## src/rtl/loop_mixer_n.sv

```systemverilog
// N-channel loop mixer: captures the latest sample per bank and accumulates all banks
// plus aux one channel per cycle, then saturates the gained sum into a PWM-width word.
module loop_mixer_n #(
  parameter int NUM_CH   = 8,
  parameter int SAMPLE_W = 16,
  parameter int OUT_W    = 11,
  parameter int GAIN_W   = 4,
  localparam int SEL_W   = (NUM_CH > 1) ? $clog2(NUM_CH) : 1
) (
  input  logic                     clk_100MHz,
  input  logic                     rst,
  input  logic [NUM_CH-1:0]        playing,
  input  logic                     ch_valid,
  input  logic [SEL_W-1:0]         ch_sel,
  input  logic [SAMPLE_W-1:0]      ch_data,
  input  logic [SAMPLE_W-1:0]      aux_in,
  input  logic                     aux_en,
  input  logic [NUM_CH*GAIN_W-1:0] gain,
  input  logic                     mix_start,
  output logic [OUT_W-1:0]         pwm_out,
  output logic                     mix_valid,
  output logic                     busy,
  output logic                     clip
);

  localparam int ACC_W  = SAMPLE_W + GAIN_W + $clog2(NUM_CH + 1) + 1;
  localparam int PROD_W = SAMPLE_W + GAIN_W + 1;

  localparam logic [1:0] S_IDLE = 2'd0;
  localparam logic [1:0] S_ACC  = 2'd1;
  localparam logic [1:0] S_SAT  = 2'd2;
  localparam logic [1:0] S_OUT  = 2'd3;

  localparam logic signed [ACC_W-1:0] POS_RAIL = ACC_W'((2 ** (SAMPLE_W - 1)) - 1);
  localparam logic signed [ACC_W-1:0] NEG_RAIL = -POS_RAIL - 1;
  localparam logic [OUT_W-1:0]        PWM_MID  = OUT_W'(2 ** (OUT_W - 1));

  // Offset binary to two's complement: subtracting half scale just flips the MSB.
  function automatic logic signed [SAMPLE_W-1:0] to_signed(input logic [SAMPLE_W-1:0] v);
    return {~v[SAMPLE_W-1], v[SAMPLE_W-2:0]};
  endfunction

  logic signed [SAMPLE_W-1:0] ch_reg_q [NUM_CH];
  logic signed [SAMPLE_W-1:0] ch_reg_d [NUM_CH];
  logic [1:0]                 state_q, state_d;
  logic [SEL_W-1:0]           idx_q, idx_d;
  logic signed [ACC_W-1:0]    acc_q, acc_d;
  logic [OUT_W-1:0]           pwm_q, pwm_d;
  logic                       mix_valid_q, mix_valid_d;
  logic                       busy_q, busy_d;
  logic                       clip_q, clip_d;

  logic signed [SAMPLE_W-1:0] ch_cur;
  logic [GAIN_W-1:0]          gain_cur;
  logic                       play_cur;
  logic signed [PROD_W-1:0]   prod;
  logic signed [ACC_W-1:0]    term;
  logic [SAMPLE_W-1:0]        sat;
  logic                       sat_hit;
  logic [SAMPLE_W-1:0]        result;

  always_comb begin
    for (int k = 0; k < NUM_CH; k++) begin
      ch_reg_d[k] = ch_reg_q[k];
      if (!playing[k]) begin
        ch_reg_d[k] = '0;
      end else if (ch_valid && 32'(ch_sel) == k) begin
        ch_reg_d[k] = to_signed(ch_data);
      end
    end
  end

  // NOTE: every comb output gets a default before any branch, so no path can infer a latch.
  always_comb begin
    ch_cur   = '0;
    gain_cur = '0;
    play_cur = 1'b0;
    for (int k = 0; k < NUM_CH; k++) begin
      if (32'(idx_q) == k) begin
        ch_cur   = ch_reg_q[k];
        gain_cur = gain[k*GAIN_W +: GAIN_W];
        play_cur = playing[k];
      end
    end
    prod = PROD_W'(ch_cur) * PROD_W'($signed({1'b0, gain_cur}));
    term = play_cur ? ACC_W'(prod >>> (GAIN_W - 1)) : '0;
  end

  always_comb begin
    sat_hit = 1'b0;
    sat     = acc_q[SAMPLE_W-1:0];
    if (acc_q > POS_RAIL) begin
      sat     = {1'b0, {(SAMPLE_W-1){1'b1}}};
      sat_hit = 1'b1;
    end else if (acc_q < NEG_RAIL) begin
      sat     = {1'b1, {(SAMPLE_W-1){1'b0}}};
      sat_hit = 1'b1;
    end
    result = {~sat[SAMPLE_W-1], sat[SAMPLE_W-2:0]};
  end

  always_comb begin
    state_d     = state_q;
    idx_d       = idx_q;
    acc_d       = acc_q;
    pwm_d       = pwm_q;
    mix_valid_d = 1'b0;
    busy_d      = busy_q;
    clip_d      = clip_q;
    case (state_q)
      S_IDLE: begin
        if (mix_start) begin
          acc_d   = aux_en ? ACC_W'(to_signed(aux_in)) : '0;
          idx_d   = '0;
          busy_d  = 1'b1;
          state_d = S_ACC;
        end
      end
      S_ACC: begin
        acc_d = acc_q + term;
        idx_d = idx_q + 1'b1;
        if (32'(idx_q) == NUM_CH - 1) state_d = S_SAT;
      end
      S_SAT: begin
        clip_d      = clip_q | sat_hit;
        pwm_d       = result[SAMPLE_W-1 -: OUT_W];
        mix_valid_d = 1'b1;
        busy_d      = 1'b0;
        state_d     = S_OUT;
      end
      default: state_d = S_IDLE;
    endcase
  end

  // NOTE: the per-bank registers are reset too, since a stale sample must never reach a mix.
  always_ff @(posedge clk_100MHz or posedge rst) begin
    if (rst) begin
      for (int k = 0; k < NUM_CH; k++) ch_reg_q[k] <= '0;
      state_q     <= S_IDLE;
      idx_q       <= '0;
      acc_q       <= '0;
      pwm_q       <= PWM_MID;
      mix_valid_q <= 1'b0;
      busy_q      <= 1'b0;
      clip_q      <= 1'b0;
    end else begin
      // NOTE: non-blocking assignments so all state updates see pre-edge values.
      for (int k = 0; k < NUM_CH; k++) ch_reg_q[k] <= ch_reg_d[k];
      state_q     <= state_d;
      idx_q       <= idx_d;
      acc_q       <= acc_d;
      pwm_q       <= pwm_d;
      mix_valid_q <= mix_valid_d;
      busy_q      <= busy_d;
      clip_q      <= clip_d;
    end
  end

  assign pwm_out   = pwm_q;
  assign mix_valid = mix_valid_q;
  assign busy      = busy_q;
  assign clip      = clip_q;

endmodule
```

## config.mk

```make
export PLATFORM = sky130hd
export DESIGN_NAME = loop_mixer_n
export DESIGN_NICKNAME = d
export VERILOG_FILES = /design/src/rtl/loop_mixer_n.sv
export SDC_FILE = /design/constraint.sdc
export NUM_CORES = 1
export LEC_CHECK = 0
export ABC_AREA = 1
export CORE_ASPECT_RATIO = 0.8
export CORE_MARGIN = 10
export CORE_UTILIZATION = 55
export CTS_BUF_LIST = sky130_fd_sc_hd__clkbuf_8
export DETAILED_ROUTE_END_ITERATION = 16
export GPL_TIMING_DRIVEN = 0
export PLACE_DENSITY = 0.84
export REMOVE_ABC_BUFFERS = 1
export SYNTH_ARGS = -nofsm -noshare
export SYNTH_HDL_FRONTEND = slang
export SYNTH_SLANG_ARGS = --single-unit
```

## constraint.sdc

```tcl
create_clock -name clk_100MHz -period 8.65 [get_ports clk_100MHz]
set_input_delay 0.865 -clock clk_100MHz [delete_from_list [all_inputs] [get_ports clk_100MHz]]
set_output_delay 0.865 -clock clk_100MHz [all_outputs]
set_load 0.1 [all_outputs]
```

# Word level (Yosys, flattened, before mapping)

Index checks and enable logic that the tools add are counted.

Add/subtract/negate cells: 2
Multipliers: 1
Magnitude comparators: 2
Equal/unequal tests: 26
Mux-type cells: 56
Bitwise logic cells: 4
Reductions and logical operators: 16

Operators by type and width:

| kind                                                         | number |
|---|---|
| 2-to-1 mux 16 bit                                            | 26 |
| 2-to-1 mux 25 bit                                            | 3 |
| case mux 25 bit (2 select lines)                             | 1 |
| 2-to-1 mux 4 bit                                             | 8 |
| adder 25 bit                                                 | 1 |
| > comparator 25 x 16 -> 1 bit, second input constant         | 1 |
| less-than comparator 25 x 16 -> 1 bit, second input constant | 1 |
| equality test 3 bit, second input constant                   | 8 |
| multiplier 16 x 5 -> 21 bit                                  | 1 |
| != test 2 x 1 -> 1 bit, second input constant                | 8 |
| equality test 3 x 2 -> 1 bit, second input constant          | 4 |
| 2-to-1 mux 1 bit                                             | 12 |
| logical AND 1 bit                                            | 8 |
| equality test 3 x 1 -> 1 bit, second input constant          | 2 |
| logical NOT 3 bit                                            | 2 |
| case mux 2 bit (3 select lines)                              | 1 |
| case mux 3 bit (2 select lines)                              | 1 |
| AND reduction 2 bit                                          | 3 |
| 2-to-1 mux 2 bit                                             | 2 |
| != test 2 bit, second input constant                         | 2 |
| nonzero test 2 bit                                           | 2 |
| adder 3 x 1 -> 3 bit, second input constant                  | 1 |
| 2-to-1 mux 3 bit                                             | 1 |
| NOT 1 bit                                                    | 3 |
| 5 further kinds                                              | 5 |

Register bits: 172
Input port bits: 80
Output and inout bits: 14
Logic and storage cells: 122

# Longest topological paths before layout

Depth after elaboration: 13
Depth in mapped cells: 49
Depth with buffers taken out: 48

# Worst setup path after synthesis

No wires, ideal clock.

Path kind: flip-flop to flip-flop
From: register idx_q[0]
To: register acc_q[24]
Setup time: 140 ps
Arrival time: 6801 ps
Required time: 8510 ps
Slack: 1709 ps
Cell stages (with the launch flop): 44
Buffers on the path: 3
Clock period less this slack: 6941 ps
Path through: dfrtp_1 inv_1 ha_1 nand2_2 buf_4 clkbuf_1 nand2_1 o211ai_1 a21oi_1 a211oi_1 o211ai_1 o21ai_1 clkbuf_1 nor2_1 ha_1 fa_1 inv_1 fa_1 [8 not listed] xnor2_1 nor2_1 ha_1 nand2_1 o21ai_0 a21boi_0 o21ai_0 a21oi_1 o21ai_0 nand4_1 nand2_1 nand2_1 nand2_1 nand3_1 nand2_1 nand2_1 nand3_1 a21oi_1

Cells in the longest elaborated chain, start to end: 13
Elaborated cells on any way between the ends: 36
Classes of those cells: add/sub (1); mul (1); eq/ne (7); mux (26); reduce/logical (1)

RTL lines:

| item                                                               | line | RTL |
|---|---|---|
| from (decl)                                                        | 46   | `logic [SEL_W-1:0] idx_q, idx_d;` |
| from (signal assigned)                                             | 150  | `idx_q <= idx_d;` |
| logical NOT 3 bit                                                  | 79   | `if (32'(idx_q) == k) begin` |
| 2-to-1 mux 16 bit or 2-to-1 mux 4 bit (tied branches) (8 in a row) | 79   |  |
| multiplier 16 x 5 -> 21 bit                                        | 85   | `prod = PROD_W'(ch_cur) * PROD_W'($signed({1'b0, gain_cur}));` |
| 2-to-1 mux 25 bit *                                                | 86   | `term = play_cur ? ACC_W'(prod >>> (GAIN_W - 1)) : '0;` |
| adder 25 bit *                                                     | 120  | `acc_d = acc_q + term;` |
| case mux 25 bit (2 select lines) *                                 | 110  | `case (state_q)` |
| to (signal assigned)                                               | 141  | `acc_q <= '0;` |
| to (signal assigned)                                               | 151  | `acc_q <= acc_d;` |
| to (decl)                                                          | 47   | `logic signed [ACC_W-1:0] acc_q, acc_d;` |

Mark *: on every way between the ends. The rest lies on a longest branch, timed or not.
A chain may end at the register's enable or synchronous reset.

# Worst setup path after layout

From: register idx_q[2]
To: register acc_q[21]

The elaborated chain is that of the path after synthesis.

==> load_flow_metrics.sql <==
INSERT INTO impl_metrics (metric_group, metric, value, unit) VALUES
('timing', 'fin_hold_ws', '492', 'ps'),
('timing', 'timing.final.crit_period', '8010', 'ps'),
('die', 'start_util', '56.0', '%'),
('timing', 'final.period_utilization', '92.6', '%'),
('grt', 'grt_max_degree', '121', ''),
('cells_and_area', 'post_route_cells_drive_above_1_share', '4.87', '%'),
('route', 'firstDrtPassIters', '5', ''),
('job', 'drv_cap', '0', ''),
('clocking', 'cts_h_tree_depth', '4', ''),
('die', 'core', '20800', 'µm²'),
('yosys', 'ys_ff_latch', '172', ''),
('yosys', 'simple_gate_area_share_of_the_yosys_netlist', '14.7', '%'),
('power', 'power.share.switching', '54.5', '%'),
('placed_design', 'io_buffers', '93', ''),
('yosys', 'synth_enable_flop_cells', '0', ''),
('route', 'route.final.wire_length', '32200', 'µm'),
('critical_path', 'path_class', 'reg2reg', ''),
('yosys', 'postSynthAreaPerCell', '7.72', 'µm²'),
('power', 'share_clk_of_total_power', '12.3', '%'),
('yosys', 'yosys.area.top_type_share', '36.8', '%'),
('yosys', 'seq_area_frac_synth', '37.0', '%'),
('yosys', 'post_synth_fa_ha_maj_area_fraction', '12.7', '%'),
('clocking', 'clk_path_buf_depth', '2', ''),
('power', 'worst_ir_drop_vdd', '0.289', 'mV'),
('yosys', 'ys_warns', '0', ''),
('critical_path', 'crit_path_end_kind', 'register', ''),
('power', 'power.share.sequential', '22.0', '%'),
('route', 'initialDrtViolationCount', '1325', ''),
('yosys', 'synth_flop_cell', 'sky130_fd_sc_hd__dfrtp_1', ''),
('clocking', 'clk_root_buffer_cell', 'sky130_fd_sc_hd__clkbuf_8', ''),
('timing', 'setup-violations-final', '0', ''),
('die', 'die_height', '150', 'µm'),
('grt', 'grt_first_pass_wirelength', '52300', 'µm'),
('grt', 'track_usage', '23.2', '%'),
('clocking', 'numClockSinks', '172', ''),
('yosys', 'post_synth_num_cell_types', '46', ''),
('power', 'power_density', '346', 'nW/µm²'),
('timing', 'fmax', '125', 'MHz'),
('die', 'io_pins', '94', ''),
('power', 'pleak', '6.31', 'nW'),
('timing', 'setup_repair_after_global_routing_missed_its_margin', 'no', ''),
('route', 'routed_wire_length_per_instance', '17.4', 'µm'),
('die', 'floorplan.die_area', '27400', 'µm²'),
('placed_design', 'hpwl', '22900', 'µm'),
('power', 'comb_power_share', '65.8', '%'),
('power', 'power_report.internal_total', '2.08', 'mW'),
('cells_and_area', 'post-route-cell-area', '13200', 'µm²'),
('power', 'power.total', '4.58', 'mW'),
('yosys', 'async_reset_ff_share', '100', '%'),
('clocking', 'insertion_delay_of_the_later_clocked_pin_in_the_worst_skew_pair', '490', 'ps'),
('grt', 'grt-ovfl-total', '0', ''),
('critical_path', 'worst-endpoint-arrival', '8350', 'ps'),
('critical_path', 'cp-start-kind', 'register', ''),
('min_path', 'holdCritPathClass', 'reg2reg', ''),
('timing', 'timing_worst_slew_pin_value', '981', 'ps'),
('grt', 'antenna_found_initial', '0', ''),
('die', 'die_width', '183', 'µm'),
('cells_and_area', 'finish.cell_count_without_fillers', '1849', ''),
('yosys', 'synth.cells.most_frequent', '322 x sky130_fd_sc_hd__inv_1, 218 x sky130_fd_sc_hd__nand2_1, 171 x sky130_fd_sc_hd__dfrtp_1, 147 x sky130_fd_sc_hd__o22ai_1, 116 x sky130_fd_sc_hd__nor2_1', ''),
('route', 'route.detailed.vias_per_inst', '5.86', ''),
('yosys', 'post_synth_instance_area', '11600', 'µm²'),
('yosys', 'synth_compound_area_share', '21.2', '%'),
('yosys', 'post-synth-top-count-cell', 'sky130_fd_sc_hd__inv_1', ''),
('clocking', 'clock_buffer_count_from_cts', '17', ''),
('timing', 'maxSlewViolCount', '0', ''),
('placed_design', 'worst_setup_slack_post_dpl', '-472', 'ps'),
('critical_path', 'timing.critical_path.slowest_cell_delay', '640', 'ps'),
('outcome', 'outcome', 'finished clean', ''),
('placed_design', 'placement.cell_area', '12700', 'µm²'),
('route', 'detail_route.drc_violations', '0', ''),
('die', 'row_count', '47', '');
-- state kept, by name, indices dropped and copies added, names as in the netlist --
| signal | count |
|---|---|
| state_q | 2 |
| ch_reg_q | 128 |
| busy | 1 |
| mix_valid | 1 |
| clip | 1 |
| pwm_out | 11 |
| idx_q | 3 |
| acc_q | 25 |
-- final timing paths --
check                           cells past startpoint  startpoint      endpoint  slack (ps)
worst max-delay path                               38    idx_q[2]     acc_q[21]         640
worst min-delay path                                2  pwm_out[7]    pwm_out[7]         490
worst max register to register                     38    idx_q[2]     acc_q[21]         640
worst min register to register                      2  pwm_out[7]    pwm_out[7]         490
max in group asynchronous                           3         rst    pwm_out[5]        6920
min in group asynchronous                           2         rst  ch_reg_q[94]         780
-- power by group through the flow --
stage          Sequential, mW  Combinational [mW]  Clock (mW)
2_1_floorplan            1.18                2.00           0
3_3_place_gp             1.01                2.80           0
3_5_place_dp             1.01                2.89           0
4_1_cts                  1.00                2.93       0.557
5_1_grt                  1.02                3.37       0.581
6_report                 1.01                3.01       0.561
-- layout make-up --
cell class	instances	area [µm²]
fillers	1779	7530
inverters	328	1250
well taps	269	337
clock buffers	17	234
multi-input cells	952	5980
repair buffers	96	981
flip-flops and latches	172	4310
clock inverters	15	135
-- placed cells by master (no fill, tap or decap), drive strengths merged, types with 3 or more instances in the layout --
master	netlist	layout
nand2	227	227
a211oi	4	4
o21ai	106	106
clkinvlp	0	6
buf	15	3
clkbuf	41	17
inv	326	335
fa	34	34
nand3	54	54
nand4	6	6
xor2	17	17
a22oi	21	21
or2	3	3
o211ai	30	30
a21o	3	3
ha	64	64
nor2	119	119
o22ai	147	147
nor3	6	6
clkdlybuf4s50	0	93
a21boi	3	3
o21a	4	4
xnor2	8	8
a21oi	85	85
dfrtp	171	171
-- kinds of logic (layout without fill, tap and decap cells) --
group           after synthesis  in the layout
buf+inv                     384            456
compound gates              413            413
fa+ha+maj                    98             98
simple gates                416            416
xor+xnor                     25             25
flops                       172            172
-- through the flow --
stage               util, %  setup TNS, ps
finish                 63.7              0
global route           63.7              0
CTS                    63.2              0
detailed placement     61.4          -2810
global placement       61.1          -1270
floorplan                 -              0
-- critical path, delay by kind of cell, from the launching register on --
kind | cells | cell delay [ps]
AO/OA/AOI/OAI | 17 | 3100
adder cells (fa/ha/maj) | 6 | 2340
AND/OR/NAND/NOR | 11 | 1220
flip-flops | 1 | 640
buffers and inverters | 4 | 540
-- repair_timing --
action,CTS,global route
setup endpoints to repair,10,12
buffers inserted,0,0
hold buffers,0,0
resized for setup,7,21
-- metal layers --
layer	part of all wire (%)	vias to the layer above	global-route usage [%]
met5	0	-	0
met4	1.5	0	6.01
met3	9.6	53	4.25
met2	46	562	36.6
met1	43	5144	32.3
li1	-	5074	-
No activity file was read; power rests on OpenSTA's default activity.
==> edit, RTL diff (same flow settings) <==
`GAIN_W`: 4 -> 6.
--- a/src/rtl/loop_mixer_n.sv
+++ b/src/rtl/loop_mixer_n.sv
@@ -4,7 +4,7 @@
   parameter int NUM_CH   = 8,
   parameter int SAMPLE_W = 16,
   parameter int OUT_W    = 11,
-  parameter int GAIN_W   = 4,
+  parameter int GAIN_W   = 6,
   localparam int SEL_W   = (NUM_CH > 1) ? $clog2(NUM_CH) : 1
 ) (
   input  logic                     clk_100MHz,
Ports: changed (resized gain); port bits go from 94 to 110. The function was not compared with the original's and may differ.
==> edit against the unedited design <==
Wire length is 13% higher. Non-clock buffer count is 41 higher. Count of clock-buffer cells in the layout grew 1. Global-route usage up 0.21 points. Via count increased by 14%. Synthesized cell count grew 10%. Setup slack got worse by 0.25 ns. Sequential cell count is 2 higher. Final area is 16% higher. Synthesized area up 12%. Final cell count up 13%.
Power is not shown: default switching activity piles up to over one toggle a cycle in this logic, so the estimate is an artifact.
==> edit: results (changes against the unedited design) <==
clock_path_buffers: 2  # unchanged
drt_iter0_drc: 1288  # -2.8%
synthFlopType: "dfrtp_1"
via_count: 12300  # +14%
cp_max_fo: 8  # -78%
htree_num_levels: 4  # unchanged
tightest_slew_ns: 1.37  # +0.390 ns
cts_buffers: 17  # unchanged
drive_above_1_share_pct: 10.3  # +5.4 points
cpPeakStageDelay_ns: 0.56  # -0.08 ns
async_flop_share_pct: 100  # unchanged
synth.distinct_cells: 49  # +6.5%
place_ws_ns: -1.23  # -0.760 ns
fin_skew_ns: 0.0143  # -0.00412 ns
crit_arrival_ns: 8.68  # +0.33 ns
portBuffers: 109  # +17%
final_net_count: 1990  # +14%
seq_area_frac_synth_pct: 33.6  # -3.5 points
hp-class: "flip-flop to flip-flop"
drc_errors: 0  # unchanged
cp_slowest_cell: "fa_1"
netlist_top_cells_area: "dfrtp_1 (33%), fa_1 (10%), inv_1 (9.6%), o22ai_1 (7.7%), ha_1 (6.8%)"
grt_max_degree: 132  # +9.1%
grtUsageTotal_pct: 23.4  # +0.21 points
routabilityCongestion: 0.968  # +4.8%
drt-pass1-iter-count: 6  # +1
run_status: "complete, no violations"
path_clk_slew_ns: 0.10  # about the same
grt_pass1_wl_um: 58200  # +11%
clk_latency_ns: 0.49  # about the same
regMostFlops: "ch_reg_q"
place_area_um2: 14200  # +12%
finalSetupViolCount: 0  # unchanged
largest_reg_flops: 128  # unchanged
antenna_found_initial: 0  # unchanged
dp_hpwl_um: 25400  # +11%
wl_per_cell_um: 17.4  # about the same
synthTopCellsByCount: "inv_1 (331), nand2_1 (206), dfrtp_1 (173), o22ai_1 (160), nor2_1 (155)"
antennaDiodeCount: 0  # unchanged
fill_cells: 1811  # +1.8%
yosys_warnings: 0  # unchanged
ctsRootBufferMaster: "clkbuf_8"
[edit: final timing paths]
kind | startpoint | to | slack, ns | cells past startpoint
max | idx_q[1] | acc_q[26] | 0.39 | 52
min | clip | clip | 0.48 | 1
max reg2reg | idx_q[1] | acc_q[26] | 0.39 | 52
min reg2reg | clip | clip | 0.48 | 1
max in group asynchronous | rst | idx_q[2] | 6.90 | 3
min in group asynchronous | rst | acc_q[20] | 0.76 | 2
[edit: timing repair]
action | 4_1_cts | 5_1_grt
endpoints found under the setup margin | 17 | 13
gates resized for setup | 32 | 70
setup buffers | 1 | 24
cloned | 4 | 0
pin swaps | 2 | 29
[edit: logic make-up (layout without fill, tap and decap cells)]
| kind of cell | count (synthesis) | in the layout | share of synthesized area [%] |
|---|---|---|---|
| fa+ha+maj | 138 | 138 | 17.2 |
| xor+xnor | 17 | 17 | 1.41 |
| simple gates | 500 | 501 | 16.8 |
| compound gates | 431 | 431 | 19.1 |
| buf+inv | 402 | 508 | 11.9 |
| flops | 174 | 174 | 33.6 |
[edit: through the flow]
| step | hold WS [ns] | setup TNS (ns) | cells |
|---|---|---|---|
| after floorplan | 0.459 | 0 | 1596 |
| after global placement | 0.449 | -10.42 | 2017 |
| after detailed placement | 0.456 | -12.91 | 2020 |
| after CTS | 0.482 | 0 | 2057 |
| after global routing | 0.508 | -0.415 | 2081 |
| final | 0.480 | 0 | 2081 |
[edit: cell type report]
cell class                 count  area [µm²]  area share, %
clock buffer                  18         248           1.61
clock inverter                14         170           1.11
inverter                     336        1290           8.42
multi-input combinational   1087        7500           48.9
sequential                   174        4360           28.4
tap                          312         390           2.54
timing repair buffer         137        1360           8.85
timing repair inverter         3        22.5          0.147
[edit: worst max-delay path, delay by kind of cell, from the launching register on]
kind	cells	cell delay (ns)
compound gates	9	1.42
xor+xnor	1	0.17
simple gates	24	2.21
buf+inv	11	1.01
flops	1	0.43
fa+ha+maj	7	2.94
[edit: routing by layer]
metal	vias up	share of wire, %	GRT usage (%)
met1	5995	43	32.1
met2	566	47	37.1
met4	0	1.5	5.83
met5	-	0	0
met3	76	8.8	4.69
li1	5664	-	-
